==> src/rtl/window_minmax_tracker.sv <==
// Windowed running max/min tracker that time-shares one external magnitude comparator.
// Optional tie counting is enabled by defining WMT_TIE_COUNT_EN; otherwise out_ties reads 0.
module window_minmax_tracker #(
  parameter int unsigned WIDTH = 4,
  parameter int unsigned WIN   = 8,
  parameter int unsigned CNT_W = 8
) (
  input  logic             clk,
  input  logic             rst_n,
  input  logic             in_valid,
  input  logic [WIDTH-1:0] in_data,
  output logic             in_ready,
  output logic [WIDTH-1:0] cmp_a,
  output logic [WIDTH-1:0] cmp_b,
  input  logic             cmp_gt,
  input  logic             cmp_lt,
  input  logic             cmp_eq,
  output logic             out_valid,
  output logic [WIDTH-1:0] out_max,
  output logic [WIDTH-1:0] out_min,
  output logic [CNT_W-1:0] out_ties,
  input  logic             out_ready
);

  typedef enum logic [1:0] {StIdle, StCmpMax, StCmpMin, StReport} state_e;

  localparam logic [CNT_W-1:0] LastIdx = CNT_W'(WIN - 1);

  state_e           state_q;
  logic [WIDTH-1:0] samp_q;
  logic [WIDTH-1:0] max_q;
  logic [WIDTH-1:0] min_q;
  logic [CNT_W-1:0] count_q;

  always_ff @(posedge clk or negedge rst_n) begin
    if (!rst_n) begin
      state_q   <= StIdle;
      in_ready  <= 1'b1;
      out_valid <= 1'b0;
      samp_q    <= '0;
      max_q     <= '0;
      min_q     <= '0;
      count_q   <= '0;
    end else begin
      unique case (state_q)
        StIdle: begin
          if (in_valid) begin
            samp_q   <= in_data;
            in_ready <= 1'b0;
            state_q  <= StCmpMax;
            // First sample of a window seeds both extremes.
            if (count_q == '0) begin
              max_q <= in_data;
              min_q <= in_data;
            end
          end
        end
        StCmpMax: begin
          if (cmp_gt) max_q <= samp_q;
          state_q <= StCmpMin;
        end
        StCmpMin: begin
          if (cmp_lt) min_q <= samp_q;
          if (count_q == LastIdx) begin
            out_valid <= 1'b1;
            state_q   <= StReport;
          end else begin
            count_q  <= count_q + CNT_W'(1);
            in_ready <= 1'b1;
            state_q  <= StIdle;
          end
        end
        StReport: begin
          if (out_ready) begin
            out_valid <= 1'b0;
            in_ready  <= 1'b1;
            count_q   <= '0;
            state_q   <= StIdle;
          end
        end
        default: state_q <= StIdle;
      endcase
    end
  end

  // Comparator operands are only meaningful in the two compare states.
  always_comb begin
    cmp_a = '0;
    cmp_b = '0;
    case (state_q)
      StCmpMax: begin
        cmp_a = samp_q;
        cmp_b = max_q;
      end
      StCmpMin: begin
        cmp_a = samp_q;
        cmp_b = min_q;
      end
      default: ;
    endcase
  end

  assign out_max = max_q;
  assign out_min = min_q;

`ifdef WMT_TIE_COUNT_EN
  logic [CNT_W-1:0] ties_q;

  // The first sample always equals itself, so it is excluded from the count.
  always_ff @(posedge clk or negedge rst_n) begin
    if (!rst_n) begin
      ties_q <= '0;
    end else if (state_q == StCmpMax && cmp_eq && count_q != '0) begin
      ties_q <= ties_q + CNT_W'(1);
    end else if (state_q == StReport && out_ready) begin
      ties_q <= '0;
    end
  end

  assign out_ties = ties_q;
`else
  logic unused_cmp_eq;
  assign unused_cmp_eq = cmp_eq;
  assign out_ties      = '0;
`endif

endmodule

==> config.mk <==
export PLATFORM = sky130hd
export DESIGN_NAME = window_minmax_tracker
export DESIGN_NICKNAME = d
export VERILOG_FILES = /design/src/rtl/window_minmax_tracker.sv
export SDC_FILE = /design/constraint.sdc
export NUM_CORES = 1
export LEC_CHECK = 0
export CAP_MARGIN = 20
export CELL_PAD_IN_SITES_DETAIL_PLACEMENT = 1
export CELL_PAD_IN_SITES_GLOBAL_PLACEMENT = 2
export CORE_UTILIZATION = 30
export CTS_CLUSTER_DIAMETER = 40
export DETAILED_ROUTE_END_ITERATION = 12
export GPL_ROUTABILITY_DRIVEN = 0
export GPL_TIMING_DRIVEN = 0
export PLACE_DENSITY_LB_ADDON = 0.1
export SLEW_MARGIN = 20
export SYNTH_ARGS = -nofsm -noshare
export SYNTH_HDL_FRONTEND = slang
export SYNTH_SLANG_ARGS = --single-unit
==> constraint.sdc <==
create_clock -name clk -period 1.9 [get_ports clk]
set_input_delay 0.38 -clock clk [delete_from_list [all_inputs] [get_ports clk]]
set_output_delay 0.38 -clock clk [all_outputs]
set_load 0.005 [all_outputs]
==> impl_metrics.ini <==
[cts]
cts_root_buf = clkbuf_8
postCtsHoldBufs = 0
cts.clk_slew.worst_paths_ns = 0.10
worstSkewPairLatency_ns = 0.28
cts_buffers = 3
cts_sinks = 24
cts_max_path_buffers = 2
cts_max_level = 1
cts_tree = yes

[floorplan]
die_x_um = 72.4
io_pins = 37
start_util = 0.313
dieArea_um2 = 5240
row_count = 25
core-area_um2 = 4750
dieHeight_um = 72.4

[sta]
fin_crit_sh = 0.990
worst_slack_ns = 0.0191
period_minus_slack_ns = 1.88
worst_pin_slew_ns = 0.582
slew_violations = 0
slew_headroom = 0.612
hold_viol_final = 0
finalSetupViolCount = 0
rsz0062_at_grt = yes
max_clock_freq_mhz = 532
fin_worst_skew_ns = 0.00196

[critical_path]
worstSetupStartpointType = register
critPathRequiredTime_ns = 1.52
startpoint = state_q[1]
cp_max_fo = 4
end_kind = primary output
r2r_start = count_q[5]
arrival_ns = 1.50
crit_type = register to primary output

[layout]
n_antenna_cell = 0
final_nets = 221
synthToLayoutAreaGrowth_pct = 47.0
drive_gt1_frac = 0.355
stdcell_area_um2 = 2190
instances_no_fill = 270

[logic_synthesis]
synth_seq_cells = 24
synth_ff_type = dfrtp_1
synth_async_sr_flop_share = 1.00
synth_top_area_share = 0.387
synth_commonest_cells = dfrtp_1, a21oi_1, mux2i_1
ys_types = 40
netlist_instances = 148
yosysSeqAreaShare = 0.405
synth_edf_count = 0
ys_warn_count = 0
avgSynthCellArea_um2 = 10.1
syn_area_um2 = 1490
synth_most_common_cell = dfrtp_1
synth_area_leaders = dfrtp_1, mux2i_1, ha_1
synth_top_cell_by_area = dfrtp_1

[placement]
place_ws_ns = -0.736
dp.cells = 249
dpl-instance-area_um2 = 1860
portBuffers = 27
dp_hpwl_mm = 2.79

[outcome]
status = finished clean

[hold_path]
hold_path.class = primary input to async pin

[detailed_routing]
drt_iter0_markers = 68
wl_met2_mm = 2.27
post_drt_wl_per_cell_um = 15.7
wl_met3_um = 116
wl_met1_mm = 1.81
dr.pass1.iters = 4
finalWirelength_mm = 4.25
drc = 0
drtAntennaViolNets = 0
avgViaCountPerCell = 4.83
highest_layer = met4
vias = 1304

[global_route]
overflow = 0
grt_max_degree = 25
grt_pass1_vias = 1357
antenna_found_initial = 0
grt_pass1_wl_mm = 6.69
grt_use_total = 0.168

[power_and_ir_drop]
p_per_area_nw_per_um2 = 1830
power_mw = 3.99
p_leak_nw = 0.962
peakVddDrop_mv = 0.770

[job]
cap_viol_max_count = 0
## worst paths after layout
| path | cells after the start | slack (ns) | endpoint |
|---|---|---|---|
| setup / recovery | 6 | 0.02 | cmp_a[3] |
| min in group clk | 1 | 0.54 | out_valid |
| hold / removal | 1 | 0.08 | count_q[5] |
| hold reg to reg | 1 | 0.54 | out_valid |
| setup reg to reg | 6 | 0.09 | out_min[1] |
| max in group asynchronous | 1 | 1.40 | state_q[1] |
## state kept, by name (all words and copies together) (netlist names)
name       flops
count_q        8
in_ready       1
out_max        4
out_min        4
out_valid      1
samp_q         4
state_q        2
## cell families after synthesis
group | after synthesis | share of synthesized area
flip-flops | 24 | 0.405
other | 1 | 0.00252
AO/OA/AOI/OAI | 39 | 0.183
buffers and inverters | 19 | 0.0790
XOR/XNOR | 2 | 0.0118
multiplexers | 17 | 0.120
adder cells (fa/ha/maj) | 6 | 0.0505
AND/OR/NAND/NOR | 40 | 0.148
## repair_timing
| item | 4_1_cts | 5_1_grt |
|---|---|---|
| endpoints found under the setup margin | 16 | 13 |
| gates cloned | 0 | 1 |
| pin swaps | 7 | 5 |
| resized for setup | 42 | 20 |
| buffers inserted | 14 | 4 |
| endpoints found under the hold margin | 0 | 0 |
## critical path, stage by stage (launching register included)
cell and delay, ns:
dfrtp_2 0.44, buf_6 0.14, inv_6 0.06, ha_4 0.21, buf_6 0.13, and2_4 0.14, buf_6 0.11
## area by class of cell
cell class              count  area (um2)
repair buffers             46         404
clock buffers               3        41.3
multi-input cells         112         910
inverters                   6        27.5
plain buffers              11        87.6
flip-flops and latches     24         603
fillers                   545        2570
well taps                  67        83.8
clock inverters             1        30.0
## routing by layer
metal	track usage	up-vias
met4	0.0588	0
li1	-	627
met2	0.299	23
met5	0	-
met1	0.207	649
met3	0.0208	5
## metrics by stage
step                hold slack (ns)   util  setup TNS [ns]
floorplan                    0.0844      -               0
global placement              0.510  0.393           -3.15
detailed placement            0.423  0.392           -4.03
CTS                           0.109  0.448          -0.362
global route                  0.125  0.460         -0.0467
finish                       0.0848  0.460               0
## report_power, final
| group | switching, mW | total [mW] | internal (mW) | leakage [nW] |
|---|---|---|---|---|
| Sequential | 0.196 | 0.932 | 0.736 | 0.284 |
| Combinational | 1.14 | 2.58 | 1.44 | 0.642 |
| Clock | 0.193 | 0.476 | 0.283 | 0.0357 |
| Total | 1.53 | 3.99 | 2.46 | 0.962 |
## cell usage in the layout (no fill, tap or decap), types with 5 or more instances in the layout
| cell | count |
|---|---|
| a21oi_1 | 13 |
| a31oi_1 | 9 |
| buf_2 | 5 |
| buf_4 | 21 |
| buf_6 | 7 |
| clkdlybuf4s50_1 | 18 |
| conb_1 | 8 |
| dfrtp_1 | 22 |
| mux2_2 | 6 |
| mux2i_1 | 10 |
| nand2_1 | 5 |
| nor2_1 | 7 |
Note: power is estimated with default switching activity, not from simulation.
